--- config.mk ---
export PLATFORM = sky130hd
export DESIGN_NAME = reg_write_arbiter
export DESIGN_NICKNAME = d
export VERILOG_FILES = /design/src/rtl/reg_write_arbiter.sv
export SDC_FILE = /design/constraint.sdc
export NUM_CORES = 1
export LEC_CHECK = 0
export ABC_AREA = 1
export BUFFER_PORTS_ARGS = -buffer_cell sky130_fd_sc_hd__buf_2
export CORE_MARGIN = 4
export CORE_UTILIZATION = 45
export DETAILED_ROUTE_END_ITERATION = 8
export MAX_ROUTING_LAYER = met4
export PLACE_DENSITY = 0.91
export SYNTH_ARGS = -nofsm -noshare
export SYNTH_HDL_FRONTEND = slang
export SYNTH_SLANG_ARGS = --single-unit
--- constraint.sdc ---
create_clock -name i_Clock -period 1.5 [get_ports i_Clock]
set_input_delay 0.225 -clock i_Clock [delete_from_list [all_inputs] [get_ports i_Clock]]
set_output_delay 0.225 -clock i_Clock [all_outputs]
set_load 0.1 [all_outputs]
--- src/rtl/reg_write_arbiter.sv ---
// Register-file write arbiter: clears x1..x(N-1) after reset, then
// arbitrates ALU (A) and load (B) writebacks onto one registered write port.
module reg_write_arbiter #(
    parameter int XLEN           = 32,
    parameter int REG_ADDR_WIDTH = 5
) (
    input  logic                      i_Clock,
    input  logic                      i_Reset,

    input  logic                      i_A_Valid,
    input  logic [REG_ADDR_WIDTH-1:0] i_A_Addr,
    input  logic [XLEN-1:0]           i_A_Data,
    output logic                      o_A_Ready,

    input  logic                      i_B_Valid,
    input  logic [REG_ADDR_WIDTH-1:0] i_B_Addr,
    input  logic [XLEN-1:0]           i_B_Data,
    output logic                      o_B_Ready,

    output logic                      o_Write_Enable,
    output logic [REG_ADDR_WIDTH-1:0] o_Write_Addr,
    output logic [XLEN-1:0]           o_Write_Data,

    output logic                      o_Init_Done
);

    typedef enum logic {
        S_CLEAR = 1'b0,
        S_RUN   = 1'b1
    } state_e;

    localparam logic GRANT_A = 1'b0;
    localparam logic GRANT_B = 1'b1;

    localparam logic [REG_ADDR_WIDTH-1:0] ADDR_ZERO = '0;
    localparam logic [REG_ADDR_WIDTH-1:0] ADDR_ONE  =
        {{(REG_ADDR_WIDTH-1){1'b0}}, 1'b1};
    localparam logic [REG_ADDR_WIDTH-1:0] ADDR_LAST = '1;

    state_e                      state_q, state_d;
    logic [REG_ADDR_WIDTH-1:0]   cnt_q, cnt_d;
    logic                        last_grant_q, last_grant_d;

    logic                        wr_en_q, wr_en_d;
    logic [REG_ADDR_WIDTH-1:0]   wr_addr_q, wr_addr_d;
    logic [XLEN-1:0]             wr_data_q, wr_data_d;

    logic                        clear_issue;
    logic                        run_en;
    logic                        init_done;
    logic                        grant_a;
    logic                        grant_b;

    // State register; reset always restarts the clear sequence.
    always_ff @(posedge i_Clock) begin
        if (i_Reset) begin
            state_q <= S_CLEAR;
        end else begin
            state_q <= state_d;
        end
    end

    // Leave CLEAR once the highest register has been issued.
    always_comb begin
        state_d = state_q;
        unique case (state_q)
            S_CLEAR: begin
                if (cnt_q == ADDR_LAST) begin
                    state_d = S_RUN;
                end
            end
            S_RUN: begin
                state_d = S_RUN;
            end
            default: begin
                state_d = S_CLEAR;
            end
        endcase
    end

    // Per-state controls: clear writes in CLEAR, arbitration in RUN.
    always_comb begin
        clear_issue = 1'b0;
        run_en      = 1'b0;
        init_done   = 1'b0;
        unique case (state_q)
            S_CLEAR: begin
                clear_issue = 1'b1;
            end
            S_RUN: begin
                run_en    = 1'b1;
                init_done = 1'b1;
            end
            default: begin
                clear_issue = 1'b0;
            end
        endcase
    end

    // Clear address counter, starting at x1 so x0 is never touched.
    always_comb begin
        cnt_d = cnt_q;
        if (clear_issue) begin
            cnt_d = cnt_q + ADDR_ONE;
        end
    end

    // Counter register.
    always_ff @(posedge i_Clock) begin
        if (i_Reset) begin
            cnt_q <= ADDR_ONE;
        end else begin
            cnt_q <= cnt_d;
        end
    end

    // Round-robin grant: a lone requester wins, a tie goes to the one
    // that did not win last time.
    always_comb begin
        grant_a = 1'b0;
        grant_b = 1'b0;
        if (run_en) begin
            if (i_A_Valid && i_B_Valid) begin
                grant_a = (last_grant_q == GRANT_B);
                grant_b = (last_grant_q == GRANT_A);
            end else begin
                grant_a = i_A_Valid;
                grant_b = i_B_Valid;
            end
        end
    end

    // Remember the winner of every handshake.
    always_comb begin
        last_grant_d = last_grant_q;
        if (grant_a) begin
            last_grant_d = GRANT_A;
        end else if (grant_b) begin
            last_grant_d = GRANT_B;
        end
    end

    // Last-grant register; B after reset so A wins the first tie.
    always_ff @(posedge i_Clock) begin
        if (i_Reset) begin
            last_grant_q <= GRANT_B;
        end else begin
            last_grant_q <= last_grant_d;
        end
    end

    // Next write-port contents; x0 writes are consumed but suppressed.
    always_comb begin
        wr_en_d   = 1'b0;
        wr_addr_d = wr_addr_q;
        wr_data_d = wr_data_q;
        if (clear_issue) begin
            wr_en_d   = 1'b1;
            wr_addr_d = cnt_q;
            wr_data_d = '0;
        end else if (grant_a) begin
            wr_en_d   = (i_A_Addr != ADDR_ZERO);
            wr_addr_d = i_A_Addr;
            wr_data_d = i_A_Data;
        end else if (grant_b) begin
            wr_en_d   = (i_B_Addr != ADDR_ZERO);
            wr_addr_d = i_B_Addr;
            wr_data_d = i_B_Data;
        end
    end

    // Write-port register; reset drops anything accepted this cycle.
    always_ff @(posedge i_Clock) begin
        if (i_Reset) begin
            wr_en_q   <= 1'b0;
            wr_addr_q <= '0;
            wr_data_q <= '0;
        end else begin
            wr_en_q   <= wr_en_d;
            wr_addr_q <= wr_addr_d;
            wr_data_q <= wr_data_d;
        end
    end

    assign o_A_Ready      = grant_a;
    assign o_B_Ready      = grant_b;
    assign o_Write_Enable = wr_en_q;
    assign o_Write_Addr   = wr_addr_q;
    assign o_Write_Data   = wr_data_q;
    assign o_Init_Done    = init_done;

endmodule

---- Word level (Yosys, flattened, before mapping) ----
Cells that the tools add are included.
operators by class
  add/subtract/negate cells ............... 1
  multiply operators ...................... 0
  div/mod/pow operators ................... 0
  $lt $le $gt $ge ......................... 0
  equality and inequality tests ........... 2
  shift operators ......................... 0
  multiplexer cells ....................... 17
  bitwise logic cells ..................... 2
  reductions and logical operators ........ 5
operators with widths
  cell                                                            count
  32-bit 2-to-1 mux                                               2
  5-bit 2-to-1 mux                                                3
  1-bit 2-to-1 mux                                                11
  5-bit nonzero test                                              2
  5-bit by 1-bit adder with 5-bit output (second input constant)  1
  5-bit equality test (second input constant)                     1
  3-bit inequality test (second input constant)                   1
  1-bit inverter                                                  2
  1-bit one-hot mux with 2 select lines                           1
  2-bit nonzero test                                              1
  2-bit OR reduction                                              1
  1-bit logical AND                                               1
storage, ports and cells
  bits in registers ....................... 45
  latch bits .............................. 0
  memory bits (writable) .................. 0
  ROM bits ................................ 0
  bits of input ports ..................... 78
  output and inout bits ................... 41
  logic and storage cells ................. 33
  memories ................................ 0

---- Longest topological paths before layout ----
Gate-level depths: netlist of run 1.
  depth in word-level cells ............... 6
  gate-level depth with buffers ........... 9

---- Worst setup path after synthesis of run 1 ----
Ideal clock, no wire load.
  kind .................................... register to output
  start ................................... reg state_q
  end ..................................... out o_B_Ready
  arrival time ............................ 2.093 ns
  required time ........................... 1.275 ns
  slack ................................... -0.818 ns
  stages on the path, launching flop included .. 6
  path buffers ............................ 1
  cells stage by stage .................... dfxtp_1 -> buf_4 -> nand2_2 -> inv_1 -> o21ai_0 -> inv_1
between the ends
  longest elaborated chain between the ends .. 2
ends and longest elaborated chain
  element                 RTL line  RTL
  from (decl)             40        state_e state_q, state_d;
  from (signal assigned)  59        state_q <= state_d;
  1-bit 2-to-1 mux        86        unique case (state_q)
  1-bit 2-to-1 mux        122       if (run_en) begin
  to (decl)               18        output logic o_B_Ready,
No other way between the ends.

---- Worst setup path in the final report of run 1 ----
  start ................................... reg state_q
  end ..................................... out o_A_Ready
between the ends
  longest elaborated chain between the ends .. 2
ends and longest elaborated chain
  element           RTL line  RTL
  1-bit 2-to-1 mux  86
  1-bit 2-to-1 mux  122
  to (decl)         13        output logic o_A_Ready,
No other way between the ends.

==> results of run 1 <==
repair_timing:
action | 4_1_cts | 5_1_grt
buffers inserted | 4 | 1
resized for setup | 1 | 1
setup endpoints to repair | 2 | 33
how the worst max path moves through the flow:
stage	startpoint	endpoint	depth (start not counted)
floorplan	state_q	o_B_Ready	5
global placement	state_q	o_Write_Data[8]	7
detailed placement	state_q	o_Write_Data[28]	7
CTS	state_q	o_A_Ready	4
global route	state_q	o_B_Ready	5
finish	state_q	o_A_Ready	4
placed cells by master (no fill, tap or decap), types with 2 or more instances in the layout:
master    count
a21oi_1       9
buf_12        4
buf_2       116
buf_4         8
clkbuf_1      3
clkbuf_8      5
dfxtp_1      44
ha_1          2
inv_1        49
inv_2         3
nand2_1      79
nand2_2       2
nand2_4       2
nand3_1      73
nand3b_1      3
nand4_1       2
nor2_1       17
nor3_1        4
o21ai_0       3
or2_0         7
or2_1        25
metrics by stage:
stage               hold slack (ns)  std cells  TNS (ns)
finish                        0.225        537         0
global route                  0.233        537   -0.0109
CTS                           0.222        536         0
detailed placement            0.494        524         0
global placement              0.472        524         0
floorplan                     0.437        350  -0.00224
metal layers:
metal	vias up	wire length, microns	track usage [%]
met1	1112	2790	23.7
met2	133	2930	34.4
met3	12	575	3.99
li1	1315	-	-
met5	-	0	-
met4	0	102	7.77
cells by family after synthesis:
kind of cell    after synthesis  synth area share, %
flops                        45                 37.8
simple gates                217                 43.5
fa+ha+maj                     2                 1.05
buf+inv                      71                 13.9
compound gates               15                 3.73
state kept, by name, indices dropped and copies added (netlist names):
name / flops
last_grant_q: 1
cnt_q: 5
o_Write_Data: 32
o_Write_Addr: 5
o_Write_Enable: 1
state_q: 1
power breakdown:
part	total [W]	internal, W	switching [W]
clock network	0.000703	0.000331	0.000372
logic	0.000257	0.000108	0.000149
registers	0.00122	0.00121	0.0000106
area by class of cell:
class	instances	area share, %
clock buffer	8	2.54
timing repair buffer	128	22.8
inverter	52	6.19
sequential	45	28.7
multi-input combinational	234	37.0
tap	70	2.78
==> qor.yml, run 1 <==
overflow: 0
power_density_mw_per_mm2: 691
reg2reg_slack_ns: 0.10
cts_tree: "done"
antenna_found_initial: 0
synthToLayoutAreaGrowth_pct: 32.4
vias: 2572
drive_gt1_share_pct: 31.0
io_pins: 119
wl_per_cell_microns: 11.9
holdBufCountCts: 0
maxSlewViolCount: 0
synthFlopType: "dfxtp_1"
gp_congestion: 0.932
start_util_pct: 46.6
ys_ff_latch: 45
yosysTopAreaCell: "dfxtp_1"
layout_min_cycle_time_ns: 1.46
cts_root_buf: "clkbuf_8"
finalNetCount: 546
power_w: 0.00218
fin_area_sq_mm: 0.00315
cp_max_fo: 5
async_reset_ff_share_pct: 0
antennaDiodeCount: 0
rr_startpoint: "cnt_q[0]"
ys_types: 23
maxCapViolations: 0
hold_start: "i_Reset"
row_count: 26
dp_slack_ns: 0.115
core_sq_mm: 0.00511
fin_crit_sh_pct: 97.1
crit_family: "flip-flops"
place_hpwl_microns: 4690
drtAntennaViolNets: 0
critical_path_buf_inv_count: 2
slowest_delay_ns: 0.40
slew-limit-headroom_pct: 66.9
grt_start_max_net_pins: 70
synth_edf_count: 0
dr.pass1.iters: 4
ir_drop_mv: 0.469
crit_chain: "nand2_4, a21oi_4, buf_12, buf_12"
grt_pass1_vias: 2440
slowest_stage: "dfxtp_4"
critPathKind: "reg -> out"
synth.top_cell.area_share_pct: 37.8
end_kind: "output port"
required_ns: 1.27
filler_cell_count: 472
grt_pass1_wl_microns: 10300
netlist_instances: 350
fin_skew_ns: 0.00863
critical_path_arrival_ns: 1.23
hold_end: "o_Write_Enable"
die_h_microns: 80.8
placed_area_sq_mm: 0.00302
syn-num-nets: 430
dieArea_sq_mm: 0.00652
synth.most_common_cell: "nand2_1"
hold_viol: 0
crit_top_cell: "buf_12"
synth_top_cells_by_count: "79 x nand2_1, 73 x nand3_1, 50 x inv_1"
outcome: "complete, no violations"
drc: 0
final_util_pct: 61.8
setup_violations: 0
grt_usage_pct: 20.3
whs_path_depth: 2
clock-sinks: 45
min_path_type: "in -> reg"
worstRegToRegCells: 6
critPathLaunchType: "register"
drt_iter0_markers: 138
portBuffers: 118
register_area_sq_um: 905
path_clk_slew_ns: 0.08
avgViaCountPerCell: 4.79
synthesis.area_sq_mm: 0.00238
setup_ws_ns: 0.0440
clk_latency_ns: 0.28
r2r_end: "cnt_q[4]"
multi_input_area_sq_mm: 0.00117
synth_area_leaders: "dfxtp_1 38%, nand3_1 15%, nand2_1 12%"
cts_max_level: 2
die_width_microns: 80.8
yosys_warnings: 0
cts_buffer_depth: 2
worst_slew_pin_slew_ns: 0.501
ys_seq_area_share_pct: 37.8
syn_avg_cell_area_sq_um: 6.81
rsz0062_at_grt: "yes"
cts_buffers: 5
fmax_mhz: 687
drt_wl_total_microns: 6390
leakage_nw: 1.86
No activity file was read; power rests on OpenSTA's default activity.
==> run 2: changes to the inputs <==
CAP_MARGIN = 20   (was not set)
clock period = 1.8 ns   (was 1.5 ns; I/O delays follow)
==> qor.yml, run 2 (same netlist as run 1, synthesis figures left out) <==
critical_path_arrival_ns: 1.44  # +0.21 ns
synthToLayoutAreaGrowth_pct: 31.0
dp_slack_ns: 0.247  # +0.133 ns
power_density_mw_per_mm2: 584  # -16%
maxCapViolations: 0  # unchanged
setup_violations: 0  # unchanged
dieArea_sq_mm: 0.00652  # unchanged
vias: 2569  # -0.12%
cts_max_level: 2  # unchanged
drive_gt1_share_pct: 30.8  # -0.23 points
drt_wl_total_microns: 6350  # -0.70%
setup_ws_ns: 0.0947  # +0.0507 ns
switching_power_w: 0.000455  # -14%
drtAntennaViolNets: 0  # unchanged
antenna_found_initial: 0  # unchanged
fin_skew_ns: 0.00999  # +0.00137 ns
largest_reg_flops: 32  # unchanged
p_clk_share_pct: 32.5  # +0.3 points
cts_buffers: 5  # unchanged
drc: 0  # unchanged
overflow: 0  # unchanged
cts.repair.resized: 0  # -1
place_hpwl_microns: 4720  # +0.56%
min_path_type: "in -> reg"
finalSetupTns_ns: 0  # unchanged
grt_start_max_net_pins: 70  # unchanged
clk_latency_ns: 0.29  # about the same
register_area_sq_um: 905  # unchanged
die_width_microns: 80.8  # unchanged
die_h_microns: 80.8  # unchanged
crit_family: "flip-flops"
cp_max_fo: 17  # +12
final_cell_mix: "116 x buf_2, 79 x nand2_1, 73 x nand3_1, 49 x inv_1, 44 x dfxtp_1"
multi_input_area_sq_mm: 0.00115  # -1.1%
p_seq_share_pct: 55.8  # -0.2 points
outcome: "complete, no violations"
crit_chain: "nand2_2, inv_1, o21ai_0, inv_2, buf_12"
cts_tree: "done"
filler_cell_count: 475  # +0.64%
dp.cells: 523  # -0.19%
path_clk_slew_ns: 0.08  # about the same
slowest_stage: "dfxtp_4"
p_comb_share_pct: 11.7  # about the same
grt_pass1_vias: 2353  # -3.6%
avgViaCountPerCell: 4.81  # +0.44%
fmax_mhz: 586
layout_min_cycle_time_ns: 1.71
critical_path_buf_inv_count: 3  # +1
slew-limit-headroom_pct: 60.1  # -6.7 points
worst_slew_pin_slew_ns: 0.598  # +0.0973 ns
grt_pass1_wl_microns: 10100  # -1.8%
required_ns: 1.53  # +0.26 ns
leakage_nw: 1.85  # -0.74%
antennaDiodeCount: 0  # unchanged
hold_viol: 0  # unchanged
critPathKind: "reg -> out"
end_kind: "output port"
row_count: 26  # unchanged
io_pins: 119  # unchanged
fin_crit_sh_pct: 94.7
cts_buffer_depth: 2  # unchanged
final_common_cell: "buf_2"
grt_usage_pct: 19.8  # -0.52 points
hold-worst-slack_ns: 0.277  # +0.0520 ns
start_util_pct: 46.6  # unchanged
critPathLaunchType: "register"
rsz0062_at_grt: "no"
wl_per_cell_microns: 11.9  # -0.15%
slowest_delay_ns: 0.47  # +0.07 ns
layoutNonFillerInstCount: 534  # -0.56%
drt_iter0_markers: 116  # -16%
gp_congestion: 0.846  # -9.2%
core_sq_mm: 0.00511  # unchanged
ir_drop_mv: 0.339  # -28%
finalNetCount: 543  # -0.55%
dr.pass1.iters: 4  # unchanged
internal_power_w: 0.00137  # -17%
cts_root_buf: "clkbuf_8"
swShare_pct: 25.0  # +0.61 points
maxSlewViolCount: 0  # unchanged
clock-sinks: 45  # unchanged
portBuffers: 118  # unchanged
-- run 2: changes by cell type in the layout (fill, tap and decap cells not counted), sizes merged --
cell,change
clkinv,+2
clkbuf,-2
buf,-3
-- run 2: final cells by class --
| class | instances | area share, % |
|---|---|---|
| Clock buffer | 6 | 2.32 |
| Clock inverter | 2 | 0.321 |
| Inverter | 52 | 6.25 |
| Sequential cell | 45 | 29.0 |
| Timing Repair Buffer | 125 | 22.4 |
| Tap cell | 70 | 2.81 |
| Multi-Input combinational cell | 234 | 37.0 |
-- run 2: power by group through the flow --
stage | Combinational [W] | Clock, W | Sequential [W]
5_1_grt | 0.000236 | 0.000647 | 0.00102
3_3_place_gp | 0.000207 | 0 | 0.00104
2_1_floorplan | 0.0000578 | 0 | 0.00109
3_5_place_dp | 0.000211 | 0 | 0.00104
6_report | 0.000213 | 0.000593 | 0.00102
4_1_cts | 0.000212 | 0.000610 | 0.00102
-- run 2: path summary, 6_finish.rpt --
| kind | startpoint | end | slack (ns) | cells after the start |
|---|---|---|---|---|
| worst max-delay path | state_q | o_B_Ready | 0.09 | 5 |
| worst min-delay path | i_Reset | state_q | 0.28 | 2 |
| worst max register to register | state_q | o_Write_Data[26] | 0.29 | 5 |
| worst min register to register | cnt_q[4] | cnt_q[4] | 0.49 | 2 |
-- run 2: what timing repair did --
item | 4_1_cts | 5_1_grt
hold buffers | 0 | 0
setup buffers | 0 | 3
setup endpoints to repair | 0 | 1
-- run 2: through the flow --
stage               instance area (sq um)  utilization (%)  total power (W)
global placement                     2990             58.6          0.00125
CTS                                  3070             60.2          0.00184
detailed placement                   2990             58.6          0.00125
finish                               3120             61.1          0.00182
global route                         3120             61.1          0.00190
floorplan                            2390                -          0.00114
-- run 2: routing by layer --
| metal | wire, microns | global-route usage [%] | vias to the layer above |
|---|---|---|---|
| met5 | 0 | - | - |
| li1 | - | - | 1309 |
| met3 | 483 | 3.55 | 13 |
| met1 | 2870 | 24.3 | 1127 |
| met2 | 2890 | 32.5 | 120 |
| met4 | 102 | 7.26 | 0 |
